<file path="src/rtl/stream_delay_arbiter_if.sv">
// Stream bundle for stream_delay_arbiter: requester side, downstream side,
// delay control and status.
interface stream_delay_arbiter_if #(
    parameter int  NumInp    = 4,
    parameter int  CntWidth  = 4,
    parameter type payload_t = logic
);
    localparam int IdxWidth = (NumInp > 1) ? $clog2(NumInp) : 1;

    logic [CntWidth-1:0] delay_i;
    payload_t            inp_payload_i [NumInp];
    logic [NumInp-1:0]   inp_valid_i;
    logic [NumInp-1:0]   inp_ready_o;
    payload_t            oup_payload_o;
    logic                oup_valid_o;
    logic                oup_ready_i;
    logic [IdxWidth-1:0] idx_o;
    logic                busy_o;

    // Arbiter side
    modport slave (
        input  delay_i, inp_payload_i, inp_valid_i, oup_ready_i,
        output inp_ready_o, oup_payload_o, oup_valid_o, idx_o, busy_o
    );

    // Environment side: sources, sink and delay control
    modport master (
        output delay_i, inp_payload_i, inp_valid_i, oup_ready_i,
        input  inp_ready_o, oup_payload_o, oup_valid_o, idx_o, busy_o
    );

    // Passive observer
    modport monitor (
        input delay_i, inp_payload_i, inp_valid_i, oup_ready_i,
        input inp_ready_o, oup_payload_o, oup_valid_o, idx_o, busy_o
    );
endinterface

</file>
<file path="src/rtl/stream_delay_arbiter.sv">
// Round-robin arbiter sharing one output stream between NumInp requesters,
// with a per-beat handshake delay sampled at grant time.
module stream_delay_arbiter #(
    parameter int  NumInp    = 4,
    parameter int  CntWidth  = 4,
    parameter type payload_t = logic
) (
    input  logic                  clk_i,
    input  logic                  rst_ni,
    stream_delay_arbiter_if.slave bus
);
    localparam int IdxWidth = (NumInp > 1) ? $clog2(NumInp) : 1;

    typedef logic [IdxWidth-1:0] idx_t;
    typedef logic [CntWidth-1:0] cnt_t;
    typedef enum logic [1:0] {
        ST_IDLE    = 2'd0,
        ST_WAIT    = 2'd1,
        ST_PRESENT = 2'd2
    } state_e;

    localparam cnt_t CNT_ZERO = cnt_t'(0);
    localparam cnt_t CNT_ONE  = cnt_t'(1);
    localparam idx_t IDX_ZERO = idx_t'(0);
    localparam idx_t IDX_ONE  = idx_t'(1);
    localparam idx_t IDX_LAST = idx_t'(NumInp - 1);

    state_e            state_r;
    idx_t              rr_r;
    idx_t              idx_r;
    cnt_t              cnt_r;

    idx_t              sel_s;
    logic              found_s;
    logic              grant_s;
    idx_t              cur_idx_s;
    logic              oup_valid_s;
    logic [NumInp-1:0] inp_ready_s;

    function automatic idx_t next_ptr(input idx_t cur);
        if (cur >= IDX_LAST) begin
            return IDX_ZERO;
        end else begin
            return cur + IDX_ONE;
        end
    endfunction

    // First asserted valid at or after the round-robin pointer, with wrap
    always_comb begin : arb_scan
        idx_t cand;
        cand    = IDX_ZERO;
        sel_s   = rr_r;
        found_s = 1'b0;
        for (int i = 0; i < NumInp; i++) begin
            cand = idx_t'((int'(rr_r) + i) % NumInp);
            if (!found_s && bus.inp_valid_i[cand]) begin
                found_s = 1'b1;
                sel_s   = cand;
            end else begin
                found_s = found_s;
            end
        end
    end

    // Output decode; outputs are forced quiet while reset is held so a
    // zero-delay pass-through cannot leak a valid during reset
    always_comb begin
        grant_s     = found_s && rst_ni && (state_r == ST_IDLE);
        cur_idx_s   = idx_r;
        oup_valid_s = 1'b0;
        inp_ready_s = {NumInp{1'b0}};
        case (state_r)
            ST_IDLE: begin
                if (grant_s) begin
                    cur_idx_s = sel_s;
                    if (bus.delay_i == CNT_ZERO) begin
                        oup_valid_s        = 1'b1;
                        inp_ready_s[sel_s] = bus.oup_ready_i;
                    end else begin
                        oup_valid_s = 1'b0;
                    end
                end else begin
                    cur_idx_s = idx_r;
                end
            end
            ST_WAIT: begin
                oup_valid_s = 1'b0;
            end
            ST_PRESENT: begin
                oup_valid_s        = 1'b1;
                inp_ready_s[idx_r] = bus.oup_ready_i;
            end
            default: begin
                oup_valid_s = 1'b0;
            end
        endcase
    end

    assign bus.oup_valid_o   = oup_valid_s;
    assign bus.inp_ready_o   = inp_ready_s;
    assign bus.oup_payload_o = bus.inp_payload_i[cur_idx_s];
    assign bus.idx_o         = cur_idx_s;
    assign bus.busy_o        = (state_r != ST_IDLE);

    // Grant / delay / present state machine with round-robin pointer update
    always_ff @(posedge clk_i or negedge rst_ni) begin
        if (!rst_ni) begin
            state_r <= ST_IDLE;
            rr_r    <= IDX_ZERO;
            idx_r   <= IDX_ZERO;
            cnt_r   <= CNT_ZERO;
        end else begin
            case (state_r)
                ST_IDLE: begin
                    if (found_s) begin
                        idx_r <= sel_s;
                        if (bus.delay_i == CNT_ZERO) begin
                            if (bus.oup_ready_i) begin
                                rr_r <= next_ptr(sel_s);
                            end else begin
                                state_r <= ST_PRESENT;
                            end
                        end else if (bus.delay_i == CNT_ONE) begin
                            state_r <= ST_PRESENT;
                        end else begin
                            // Present on the d-th cycle after grant
                            cnt_r   <= bus.delay_i - CNT_ONE;
                            state_r <= ST_WAIT;
                        end
                    end else begin
                        state_r <= ST_IDLE;
                    end
                end
                ST_WAIT: begin
                    cnt_r <= cnt_r - CNT_ONE;
                    if (cnt_r <= CNT_ONE) begin
                        state_r <= ST_PRESENT;
                    end else begin
                        state_r <= ST_WAIT;
                    end
                end
                ST_PRESENT: begin
                    if (bus.oup_ready_i) begin
                        rr_r    <= next_ptr(idx_r);
                        state_r <= ST_IDLE;
                    end else begin
                        state_r <= ST_PRESENT;
                    end
                end
                default: begin
                    state_r <= ST_IDLE;
                end
            endcase
        end
    end
endmodule


</file>
<file path="src/flat_wrapper.sv">
// flat-port wrapper written by rule: the top's interface ports become plain ports
module stream_delay_arbiter_flat 
#(
    parameter int  NumInp    = 4,
    parameter int  CntWidth  = 4,
    parameter type payload_t = logic
)
  (clk_i, rst_ni, bus_delay_i, bus_inp_payload_i, bus_inp_valid_i, bus_oup_ready_i, bus_inp_ready_o, bus_oup_payload_o, bus_oup_valid_o, bus_idx_o, bus_busy_o);
  stream_delay_arbiter_if #(.NumInp(NumInp), .CntWidth(CntWidth), .payload_t(payload_t)) bus_i ();
  input  logic clk_i;
  input  logic rst_ni;
  input wire logic [$bits(bus_i.delay_i)-1:0] bus_delay_i;
  input wire logic [$bits(bus_i.inp_payload_i)-1:0] bus_inp_payload_i;
  input wire logic [$bits(bus_i.inp_valid_i)-1:0] bus_inp_valid_i;
  input wire logic [$bits(bus_i.oup_ready_i)-1:0] bus_oup_ready_i;
  output wire logic [$bits(bus_i.inp_ready_o)-1:0] bus_inp_ready_o;
  output wire logic [$bits(bus_i.oup_payload_o)-1:0] bus_oup_payload_o;
  output wire logic [$bits(bus_i.oup_valid_o)-1:0] bus_oup_valid_o;
  output wire logic [$bits(bus_i.idx_o)-1:0] bus_idx_o;
  output wire logic [$bits(bus_i.busy_o)-1:0] bus_busy_o;
  assign bus_i.delay_i = bus_delay_i;
  assign bus_i.inp_payload_i = {>>{bus_inp_payload_i}};
  assign bus_i.inp_valid_i = bus_inp_valid_i;
  assign bus_i.oup_ready_i = bus_oup_ready_i;
  assign bus_inp_ready_o = bus_i.inp_ready_o;
  assign bus_oup_payload_o = bus_i.oup_payload_o;
  assign bus_oup_valid_o = bus_i.oup_valid_o;
  assign bus_idx_o = bus_i.idx_o;
  assign bus_busy_o = bus_i.busy_o;
  stream_delay_arbiter #(.NumInp(NumInp), .CntWidth(CntWidth), .payload_t(payload_t)) u_core (.clk_i(clk_i), .rst_ni(rst_ni), .bus(bus_i));
endmodule
</file>
<file path="config.mk">
export PLATFORM = sky130hd
export DESIGN_NAME = stream_delay_arbiter_flat
export DESIGN_NICKNAME = d
export VERILOG_FILES = /design/src/rtl/stream_delay_arbiter_if.sv /design/src/rtl/stream_delay_arbiter.sv /design/src/flat_wrapper.sv
export SDC_FILE = /design/constraint.sdc
export NUM_CORES = 1
export LEC_CHECK = 0
export CORE_ASPECT_RATIO = 0.7
export CORE_MARGIN = 2
export CORE_UTILIZATION = 48
export DETAILED_ROUTE_END_ITERATION = 10
export GPL_ROUTABILITY_DRIVEN = 0
export GPL_TIMING_DRIVEN = 0
export PLACE_DENSITY = 0.79
export REMOVE_ABC_BUFFERS = 1
export SYNTH_ARGS = -nofsm -noshare
export SYNTH_HDL_FRONTEND = slang
export SYNTH_SLANG_ARGS = --single-unit
</file>
<file path="constraint.sdc">
create_clock -name clk_i -period 2.8 [get_ports clk_i]
set_input_delay 0.56 -clock clk_i [delete_from_list [all_inputs] [get_ports clk_i]]
set_output_delay 0.56 -clock clk_i [all_outputs]
set_load 0.02 [all_outputs]
</file>
==> flow_results.org, run 1 <==
** Status
- Status :: completed

** Synthesis
- The synthesized netlist contains 35 unique library cells.
- A synthesized cell averages ~8 um^2.
- Yosys mapped a number of flops with a built-in enable equal to 0.
- In the synthesized netlist the dominant register cell turns out to be dfrtp_1.
- Of the synthesized area, sequential elements account for 25.8%.
- During synthesis, Yosys emitted a total of 0 warnings.
- Post-Syn Instances :: 118
- Fraction of registers with async set or reset after synthesis :: between 90% and 100%
- The mapped netlist covers approximately 970 um^2.
- Register bit count reported by yosys :: 10

** CTS
- CTS buffer count :: 3
- The longest clock path from root to sink contains 2 buffers.
- In this run the clock root is driven by a clkbuf_4.
- For the worst-skew pair, the clock arrives at the later sink with an insertion delay of 280 ps.
- TritonCTS built the clock tree.
- Clock transition at the register clock pins on the worst setup and hold paths after CTS :: 70 ps
- H-tree Lvls :: 1
- The tree built by TritonCTS fans out to 10 sinks.
- Post-CTS Hold Fix Bufs :: 0

** GRT
- The initial antenna violation count came to 0.
- Global-route wire length before repair :: around 4200 um
- Largest net degree at the start of global routing :: 13
- The total overflow left after global routing is 0.
- The via count of the first global-routing pass came to 915.
- For this run, the total global-route usage over all layers was measured as 23.4%.

** Die
- Horizontal extent of the die :: between 50 and 60 um
- The initial utilization of the core area, before any placement, comes to 51.5%.
- Area of the core :: 1890 um^2
- Vertical extent of the die :: 41.6 um
- During I/O placement, the number of pins put on the boundary was 24.
- The floorplan has 13 rows.
- The floorplan step defined a die boundary enclosing 2400 um^2.

** Place
- Placed wire-length estimate after detailed placement :: a little under 2000 um
- Count of buffers from port buffering :: 23

** Pwr
- Per report_power, the sequential group accounts for between 20% and 30% of the total.
- Pleak :: between 0.5 and 0.6 nW
- For this design the ratio of total power to cell area is 898 nW/um^2.
- Net switching power :: 0.000536 W
- Across the VDD grid, the largest voltage drop is between 0.0005 and 0.0006 V.
- Switch share :: between 40% and 50%
- Logic gate share of total power :: 60.3%
- Of the total power, the clock network draws about an eighth.
- Internal Power :: roughly 0.00059 W

** Hold path
- Min-delay worst type :: in2async

** STA
- Measured against its own limit, the worst slew margin works out to between 60% and 70%.
- Final worst path period share :: ~96%
- Setup violations remaining at the end of the flow were counted as 0.
- Peak clock frequency supported by timing :: 372 MHz
- The max-slew violation count is 0.
- Worst setup skew after layout :: 1.01 ps
- The number of endpoints with negative hold slack in the final report came to 0.
- Shortest clock period the worst path allows after layout :: 2690 ps
- Post-Route Setup TNS :: 0 ps
- Setup repair after global routing could not meet its margin everywhere.
- For the pin with the worst max-slew slack, the measured transition is 537 ps.

** Setup path
- Crit path arrival time :: between 2000 and 2500 ps
- Series of cell instances along the critical path :: clkdlybuf4s50_1 > inv_1 > ha_2 > nand3_1 > nor2_2 > a22o_1 > dlygate4sd2_1
- Element type at the critical path end :: primary output
- STA classifies the critical path startpoint as a primary input.
- CP max-delay cell :: clkdlybuf4s50_1
- Critical path peak fanout :: 5
- Buffer and inverter count on the worst path :: 3
- Required time of the worst setup path :: 2240 ps
- Among cell families on the critical path, the largest total delay comes from buffers and inverters.
- On the worst path, the slowest cell contributes a delay of 470 ps.
- Kind of critical path :: in2out

** Job
- Maxcap violations :: 0

** Drt
- Summed over all layers, the routed wires come to 2540 um.
- After detailed routing, the number of vias per cell comes to 5.74.
- In the detailed route, the total length drawn on met3 is 129 um.
- Remaining design rule violation count :: 0
- Detailed-route wire length on metal 1 :: between 1000 and 1500 um
- Drt wl/cell :: ~15 um
- Number of nets still failing antenna checks after routing :: 0
- The detailed router placed 958 vias in this run.
- Starting DRT DRC Count :: 43
- Routed signal wires occupy layers up through met4.
- The first detailed-routing pass took 5 iterations.
- Summed over all nets, wire length on met2 after detailed routing comes to between 1000 and 1500 um.

** Cells and area
- Leading cell types in the layout, fill and taps excluded :: 11 x inv_1, 11 x nand2_1, 11 x ha_1
- The final layout contains 173 nets.
- Area Growth Syn to Fin :: 28.9%
- The post-route netlist has between 10% and 20% of its cells at a drive strength greater than 1.
- Cells fill 66.3% of the core in the end.
- Counting the fill cells in the layout gives 172.
- Antenna cell count :: 0
==> layer usage <==
layer | up-vias | global-route usage (%)
met1 | 440 | 33.3
li1 | 478 | -
met3 | 11 | 7.79
met5 | - | 0
met4 | 0 | 8.37
met2 | 29 | 33.0
==> cell families after synthesis <==
logic type | share of synthesized area (%)
flip-flops | 25.8
buffers and inverters | 5.15
multiplexers | 5.28
AND/OR/NAND/NOR | 23.6
adder cells (fa/ha/maj) | 15.5
AO/OA/AOI/OAI | 22.0
XOR/XNOR | 2.71
==> power groups by stage <==
stage / Combinational, W / Clock (W) / Sequential, W
finish: 0.000678 / 0.000137 / 0.000309
global route: 0.000755 / 0.000146 / 0.000318
CTS: 0.000651 / 0.000137 / 0.000314
detailed placement: 0.000653 / 0 / 0.000316
global placement: 0.000627 / 0 / 0.000309
floorplan: 0.000459 / 0 / 0.000287
==> synth_stat cells, drive strengths merged, types with 2 or more instances <==
master | n | area (um^2)
ha | 12 | 150
nand2 | 12 | 45.0
inv | 11 | 41.3
dfrtp | 10 | 250
nor2 | 10 | 37.5
o21ai | 9 | 45.0
a21oi | 5 | 25.0
nor2b | 5 | 31.3
nor3 | 5 | 25.0
a22o | 4 | 35.0
mux2i | 4 | 40.0
nand3 | 3 | 15.0
a31oi | 2 | 12.5
and2 | 2 | 15.0
nor3b | 2 | 15.0
o22ai | 2 | 12.5
or4 | 2 | 15.0
xor2 | 2 | 17.5
==> through the flow <==
stage / power (W) / cells / setup WS, ps / hold WS, ps / cell area, um^2
floorplan: 0.000747 / 116 / 51.8 / 264 / 962
global placement: 0.000936 / 161 / -746 / 540 / 1220
detailed placement: 0.000970 / 161 / -834 / 544 / 1220
CTS: 0.00110 / 166 / 4.12 / 278 / 1250
global route: 0.00122 / 167 / -5.94 / 176 / 1250
finish: 0.00112 / 167 / 112 / 160 / 1250
==> registers in the layout, summed over array words and instances, names as in the netlist <==
name            cells
u_core.cnt_r        4
u_core.idx_r        2
u_core.rr_r         2
u_core.state_r      2
==> worst reg2reg max path, delay by kind of cell, from the launching register on <==
kind            cells  cell delay, ps
compound gates      1              80
flops               1             350
simple gates        4             730
fa+ha+maj           1             230
buf+inv             1             130
==> final cells by class <==
type                       instances  area (um^2)  share of cell area [%]
tap                               22         27.5                    2.20
clock buffer                       4         36.3                    2.90
multi-input combinational         95          691                    55.2
inverter                          11         41.3                    3.30
timing repair buffer              25          204                    16.3
sequential                        10          251                    20.1
==> path summary, 6_finish.rpt <==
kind	endpoint	start	slack, ps	cells after the start
setup / recovery	bus_inp_ready_o[2]	bus_delay_i[0]	110	7
min in group clk_i	u_core.rr_r[0]$_DFFE_PN0P_	u_core.rr_r[0]$_DFFE_PN0P_	560	1
hold / removal	u_core.idx_r[1]$_DFFE_PN0P_	rst_ni	160	1
hold reg to reg	u_core.rr_r[0]$_DFFE_PN0P_	u_core.rr_r[0]$_DFFE_PN0P_	560	1
max in group asynchronous	u_core.rr_r[1]$_DFFE_PN0P_	rst_ni	2380	1
setup reg to reg	u_core.rr_r[1]$_DFFE_PN0P_	u_core.rr_r[1]$_DFFE_PN0P_	1130	7
==> timing repair <==
item,CTS,global route
cloned,0,0
pin swaps,4,3
setup buffers,1,1
resized for setup,39,7
endpoints found under the setup margin,8,6
Note: power is estimated with default switching activity, not from simulation.
==> run 2, diff against run 1 <==
==> constraint.sdc (replaced) <==
create_clock -name clk_i -period 2.5 [get_ports clk_i]
set_input_delay 0.5 -clock clk_i [delete_from_list [all_inputs] [get_ports clk_i]]
set_output_delay 0.5 -clock clk_i [all_outputs]
set_load 0.02 [all_outputs]
==> run 2 against run 1 <==
The run now ends with setup timing left. Die area unchanged. Non-clock buffer count increased by 5. Worst setup slack got worse by 160 ps. Sequential power increased by 12%. Combinational power increased by 28%. Clock-buffer cell count unchanged. Critical path depth unchanged. Clock power increased by 12%. Critical endpoint is now bus_oup_payload_o. Largest cell class unchanged.
==> flow_results.org, run 2 (synthesized netlist as in run 1, its figures left out) <==
** Cells and area
- Leading cell types in the layout, fill and taps excluded :: 11 x nand2_1, 10 x inv_1, 10 x clkdlybuf4s50_1, 10 x dfrtp_1
- Counting flops per register, the top entry is u_core.cnt_r.
- Ratio of cells with drive above 1 in the final layout :: 23.3%
- Fill cells in the final layout number 157.
- Area Growth Syn to Fin :: 39.7%
- The number of antenna diodes in the final layout is 0.
- Commonest non-fill, non-tap cell in the layout :: nand2_1
- Post-route cell area :: ~1400 um^2
- The register with the most flip-flops in the layout has 4 of them.
- For this run, the post-layout net count is 178.

** Setup path
- Series of cell instances along the critical path :: buf_6 > nor3_2 > or4_4 > a41oi_4 > mux2i_1 > mux2i_1 > buf_4
- Tracing the worst setup path back leads to its startpoint at u_core.rr_r[1]$_DFFE_PN0P_.
- The setup check on the worst reg-to-reg path leaves a slack of 810 ps.
- Last element of the critical path :: bus_oup_payload_o
- CP max-delay cell :: or4_4
- Measured in cells, the most critical reg-to-reg path has a length of 7.
- STA puts the critical path data required time at 2000 ps.
- The worst register-to-register path begins at u_core.rr_r[1]$_DFFE_PN0P_.
- Element type at the critical path end :: primary output
- In this design, the stage delay of the slowest critical-path cell is 520 ps.
- Of all nets on the critical path, the largest fanout is 4.
- The cell family contributing the most delay on the critical path is simple AND/OR/NAND/NOR gates.
- The cell that appears most often on the critical path is mux2i_1.
- Category of the worst setup path launch point :: flip-flop
- STA puts the critical path data arrival time at 2050 ps.
- In this run the critical register-to-register path is captured at u_core.rr_r[1]$_DFFE_PN0P_.
- Kind of critical path :: reg2out
- The number of buffers and inverters on the critical path is 2.
- Total stage count of the critical path :: 7

** STA
- Setup slack on the critical path of the routed design comes to -51.2 ps.
- Shortest clock period the worst path allows after layout :: 2550 ps
- Post-Route Setup TNS :: -51.2 ps
- Worst setup skew after layout :: ~2.5 ps
- Peak clock frequency supported by timing :: just under 400 MHz
- Headroom to the max-slew limit came out at 64.0%.
- In the finished design, the share of the clock period the worst path needs comes to 102%.
- Slew @ Worst Pin :: 539 ps
- Unrepaired setup endpoints after global routing :: true
- The max-slew violation count came to 0.
- The number of endpoints with negative hold slack in the final report was 0.
- Setup violations remaining at the end of the flow were counted as 1.

** CTS
- Clock transition at the register clock pins on the worst setup and hold paths after CTS :: approximately 70 ps
- After clock tree synthesis, the flow added hold-fix buffers numbering 0.
- Root buf cell :: clkbuf_4
- The clock net in this run drives a total of 10 sinks.
- CTS tree :: done
- In this run the number of H-tree levels came out at 1.
- Maximum buffer depth of the clock tree :: 2
- For the worst-skew pair, the clock arrives at the later sink with an insertion delay of between 200 and 300 ps.
- CTS buffer count :: 3

** Drt
- The final route contains 984 vias.
- DRT Pass-1 Iters :: 5
- Per-cell via count in the routed design :: 5.72
- Remaining design rule violation count :: 0
- In this run the remaining antenna-violating nets after routing total 0.
- For this block, the initial DRC count from the detailed router was 33.
- Drt wl/cell :: about 16 um
- Summed over all layers, the routed wires come to 2700 um.

** Pwr
- For this design the static power due to leakage is 0.626 nW.
- The worst-case IR drop observed on VDD is 0.000660 V.
- Pwr Density :: 1010 nW/um^2
- Design Power :: roughly 0.0014 W

** Die
- Io pins :: 24
- Vertical extent of the die :: 41.6 um
- For this configuration, the core starts out at a cell density of 51.5%.
- Horizontal extent of the die :: 57.8 um
- The core region is 1890 um^2.
- In this run the core area contains 13 standard-cell rows.
- Die footprint :: 2400 um^2

** Job
- Across the run, the number of max-cap violations was 0.

** GRT
- Overall overflow remaining after global route :: 0
- The via count of the first global-routing pass was roughly 940.
- Global routing used 24.2% of the available tracks.
- The initial antenna violation count came to 0.
- The first global-routing pass estimated 4370 um of wire.
- Largest net degree at the start of global routing :: 13

** Place
- Placed wire-length estimate after detailed placement :: approximately 2000 um
- Placed Area :: 1220 um^2
- Input and output buffers added on the ports amount to 23.
- Setup Slack @ Placement :: -1010 ps

** Status
- The flow ran to the end, but the final reports show violations.
- The final reports fail on setup timing.

** Hold path
- The path class of the tightest hold or removal check is in2async.
run 2: worst min-delay path by stage:
stage                                       end  cells after the start  slack [ps]
floorplan           u_core.cnt_r[0]$_DFFE_PN0P_                      0         200
global placement     u_core.rr_r[0]$_DFFE_PN0P_                      1         540
detailed placement   u_core.rr_r[0]$_DFFE_PN0P_                      1         540
CTS                 u_core.idx_r[1]$_DFFE_PN0P_                      1         220
global route        u_core.cnt_r[1]$_DFFE_PN0P_                      1         110
finish              u_core.cnt_r[1]$_DFFE_PN0P_                      1         100
run 2: worst register-to-register path, delay by kind of cell (launching register included):
kind | cells | cell delay [ps]
flops | 1 | 380
compound gates | 1 | 80
simple gates | 4 | 740
buf+inv | 1 | 120
fa+ha+maj | 1 | 230
run 2: what timing repair did:
item	4_1_cts	5_1_grt
buffers inserted	5	2
endpoints found under the setup margin	8	7
hold endpoints to repair	0	0
pin swaps	6	6
gates resized for setup	58	16
run 2: through the flow:
step	instances	util [%]	hold slack [ps]
floorplan	116	-	204
global placement	161	64.7	540
detailed placement	161	64.7	544
CTS	170	68.9	218
global route	172	71.9	115
finish	172	71.9	105
run 2: where the power goes:
group	switching, W	internal (W)	total (W)
Sequential	0.000104	0.000244	0.000347
Clock	0.0000644	0.0000887	0.000153
Combinational	0.000475	0.000394	0.000868
Total	0.000643	0.000726	0.00137
run 2: final cells by class:
class	count	area, um^2	share of cell area [%]
Clock buffer	4	36.3	2.68
Sequential cell	10	250	18.5
Multi-Input combinational cell	95	729	53.8
Inverter	11	43.8	3.23
Tap cell	22	27.5	2.03
Timing Repair Buffer	30	269	19.8
run 2: layer usage:
layer  part of all wire (%)  global-route usage, %
met1                     47                   33.9
met3                    4.1                   8.41
met5                      0                      0
met2                     46                   33.6
met4                    2.6                   9.77
==> run 3, diff against run 2 <==
--- a/config.mk
+++ b/config.mk
@@ -6,12 +6,13 @@
 export NUM_CORES = 1
 export LEC_CHECK = 0
 export CORE_ASPECT_RATIO = 0.7
-export CORE_MARGIN = 2
+export CORE_MARGIN = 5
 export CORE_UTILIZATION = 48
 export DETAILED_ROUTE_END_ITERATION = 10
 export GPL_ROUTABILITY_DRIVEN = 0
 export GPL_TIMING_DRIVEN = 0
 export PLACE_DENSITY = 0.79
+export RECOVER_POWER = 25
 export REMOVE_ABC_BUFFERS = 1
 export SYNTH_ARGS = -nofsm -noshare
 export SYNTH_HDL_FRONTEND = slang
==> run 3 against run 2 <==
The run still ends with setup timing left. Via count fell by 2.7%. Clock skew increased by 1.1 ps. Largest cell class unchanged. Wire length grew 0.63%. Sequential share of layout area is 0.14 points higher. Maximum frequency is 0.48% higher. Hold slack gained 11 ps. Combinational power decreased by 4.6%.
==> flow_results.org, run 3 (synthesized netlist as in run 1, its figures left out) <==
** Status
- Status :: finished with violations
- The checks that failed: setup timing.

** STA
- Setup repair after global routing could not meet its margin everywhere.
- Based on the critical path, the design can be clocked at up to 394 MHz.
- Max Slew Vio Count :: 0
- Headroom to the max-slew limit came out at 63.8%.
- Worst setup skew after layout :: 3.54 ps
- Setup violation total in the final timing report :: 1
- Slew @ Worst Pin :: roughly 540 ps
- Across all setup checks in the final design, the least slack found is -39.1 ps.
- Dividing the final minimum period by the clock period gives 102%.
- Shortest clock period the worst path allows after layout :: 2540 ps
- Final hold vios :: 0
- Setup total negative slack on the finished layout was measured at -39.1 ps.

** Setup path
- Broken down by cell family, the worst path's largest delay share belongs to simple AND/OR/NAND/NOR gates.
- Critical path peak fanout :: 5
- The worst register-to-register path begins at u_core.rr_r[1]$_DFFE_PN0P_.
- Flop2flop setup slack :: around 820 ps
- STA classifies the critical path startpoint as a primary input.
- CP max-delay cell :: or4_4
- Element type at the critical path end :: primary output
- Series of cell instances along the critical path :: buf_8 > or4_4 > and2_4 > a41oi_4 > mux2i_1 > mux2i_1 > buf_4
- Counting cells, the worst reg-to-reg path comes to 7.
- Required time of the worst setup path :: 2000 ps
- Worst r2r dst :: u_core.rr_r[1]$_DFFE_PN0P_
- Largest incremental delay on the critical path :: 570 ps
- Buffer and inverter count on the worst path :: 2
- In this run the worst setup path begins at bus_inp_valid_i[3].
- The cell that appears most often on the critical path is mux2i_1.
- Data arrives at the worst endpoint at 2040 ps.
- Kind of critical path :: in2out

** CTS
- In this run the clock root is driven by a clkbuf_4.
- Skew-Pair Late Insertion Delay :: around 270 ps
- Counting the buffers created by CTS gives 3.
- In this run the deepest clock path goes through 2 buffers.
- Clock transition at the register clock pins on the worst setup and hold paths after CTS :: 70 ps
- TritonCTS built the clock tree.
- H-tree Lvls :: 1
- The clock drives 10 sinks.

** Cells and area
- The net count of the finished layout is between 150 and 200.
- Fill cell count :: around 140
- Ranked by flip-flop count, first place goes to u_core.cnt_r.
- From synthesis to final layout, the design area changed by 38.7%.
- Antenna cell count :: 0
- The register with the most flip-flops in the layout has 4 of them.
- Leading cell types in the layout, fill and taps excluded :: 10 x inv_1, 10 x nand2_1, 10 x clkdlybuf4s50_1, 10 x dfrtp_1
- Non-filler instance count after layout :: 171
- Ratio of cells with drive above 1 in the final layout :: 24.2%

** GRT
- Overall overflow remaining after global route :: 0
- The initial antenna violation count came to 0.
- Via count of the first global-routing pass :: 935
- The first global-routing pass estimated 4380 um of wire.
- Overall global routing resource usage :: 19.1%
- Entering global routing, the biggest net connects 13 pins.

** Hold path
- Min-delay worst type :: in2async

** Die
- Standard-cell rows :: 13
- Die footprint :: 3040 um^2
- Initial standard-cell utilization of the core :: 51.5%
- From bottom edge to top edge, the die measures 47.6 um.
- Io pins :: 24
- Horizontal extent of the die :: about 64 um
- The region available for standard cell placement spans 1890 um^2.

** Place
- Including well taps, the total number of placed cells is 161.
- Count of buffers from port buffering :: 23
- The wire-length estimate of the detail-placed layout is ~2000 um.

** Drt
- For this block, the via count after detailed routing is about 960.
- Per-cell via count in the routed design :: 5.60
- The detailed router finished its first iteration with 53 violations.
- Number of nets still failing antenna checks after routing :: 0
- Overall routed net length :: 2720 um
- In the final routed layout, each cell accounts on average for 15.9 um.
- Remaining design rule violation count :: 0
- DRT Pass-1 Iters :: 4

** Pwr
- Across the VDD grid, the largest voltage drop is 0.000705 V.
- In this run the static leakage power is 0.620 nW.
- Power spread over the standard cell area amounts to 984 nW/um^2.

** Job
- Maxcap violations :: 0
## run 3: area by class of cell
class	instances	area (um^2)	share of cell area [%]
inverter	11	43.8	3.25
tap	22	27.5	2.04
timing repair buffer	29	255	19.0
multi-input combinational	95	733	54.5
sequential	10	250	18.6
clock buffer	4	36.3	2.70
## run 3: worst max path at each step
stage / to / slack (ps) / depth (start not counted)
final: bus_oup_payload_o / -40 / 7
after global routing: bus_oup_payload_o / -110 / 7
after CTS: bus_oup_payload_o / -160 / 7
after detailed placement: bus_oup_payload_o / -1020 / 7
after global placement: bus_oup_payload_o / -920 / 7
after floorplan: bus_oup_payload_o / -130 / 5
## run 3: per-layer routing
metal / GRT usage, % / share of wire [%]
met3: 4.23 / 4.7
met4: 3.73 / 0.92
met5: 0 / 0
met2: 34.4 / 50
met1: 24.4 / 44
## run 3: report_power, final
group          leakage [nW]  total, W  switching, W  internal, W
combinational         0.481  0.000828      0.000470     0.000358
clock                0.0210  0.000146     0.0000575    0.0000885
sequential            0.118  0.000351      0.000107     0.000244
total                 0.620   0.00132      0.000635     0.000690
## run 3: through the flow
step	util (%)	setup slack, ps	area, um^2	hold slack [ps]	total power (W)
5_1_grt	71.4	-107	1350	112	0.00144
6_report	71.4	-39.1	1350	115	0.00132
3_3_place_gp	64.7	-925	1220	537	0.00105
4_1_cts	67.9	-156	1280	210	0.00127
3_5_place_dp	64.7	-1020	1220	551	0.00109
2_1_floorplan	-	-128	962	204	0.000836
## run 3: timing repair
item                                    CTS  global route
endpoints found under the setup margin    8             6
pin swaps                                 5             6
buffers inserted                          3             3
hold buffers                              0             0
resized for setup                        59            18
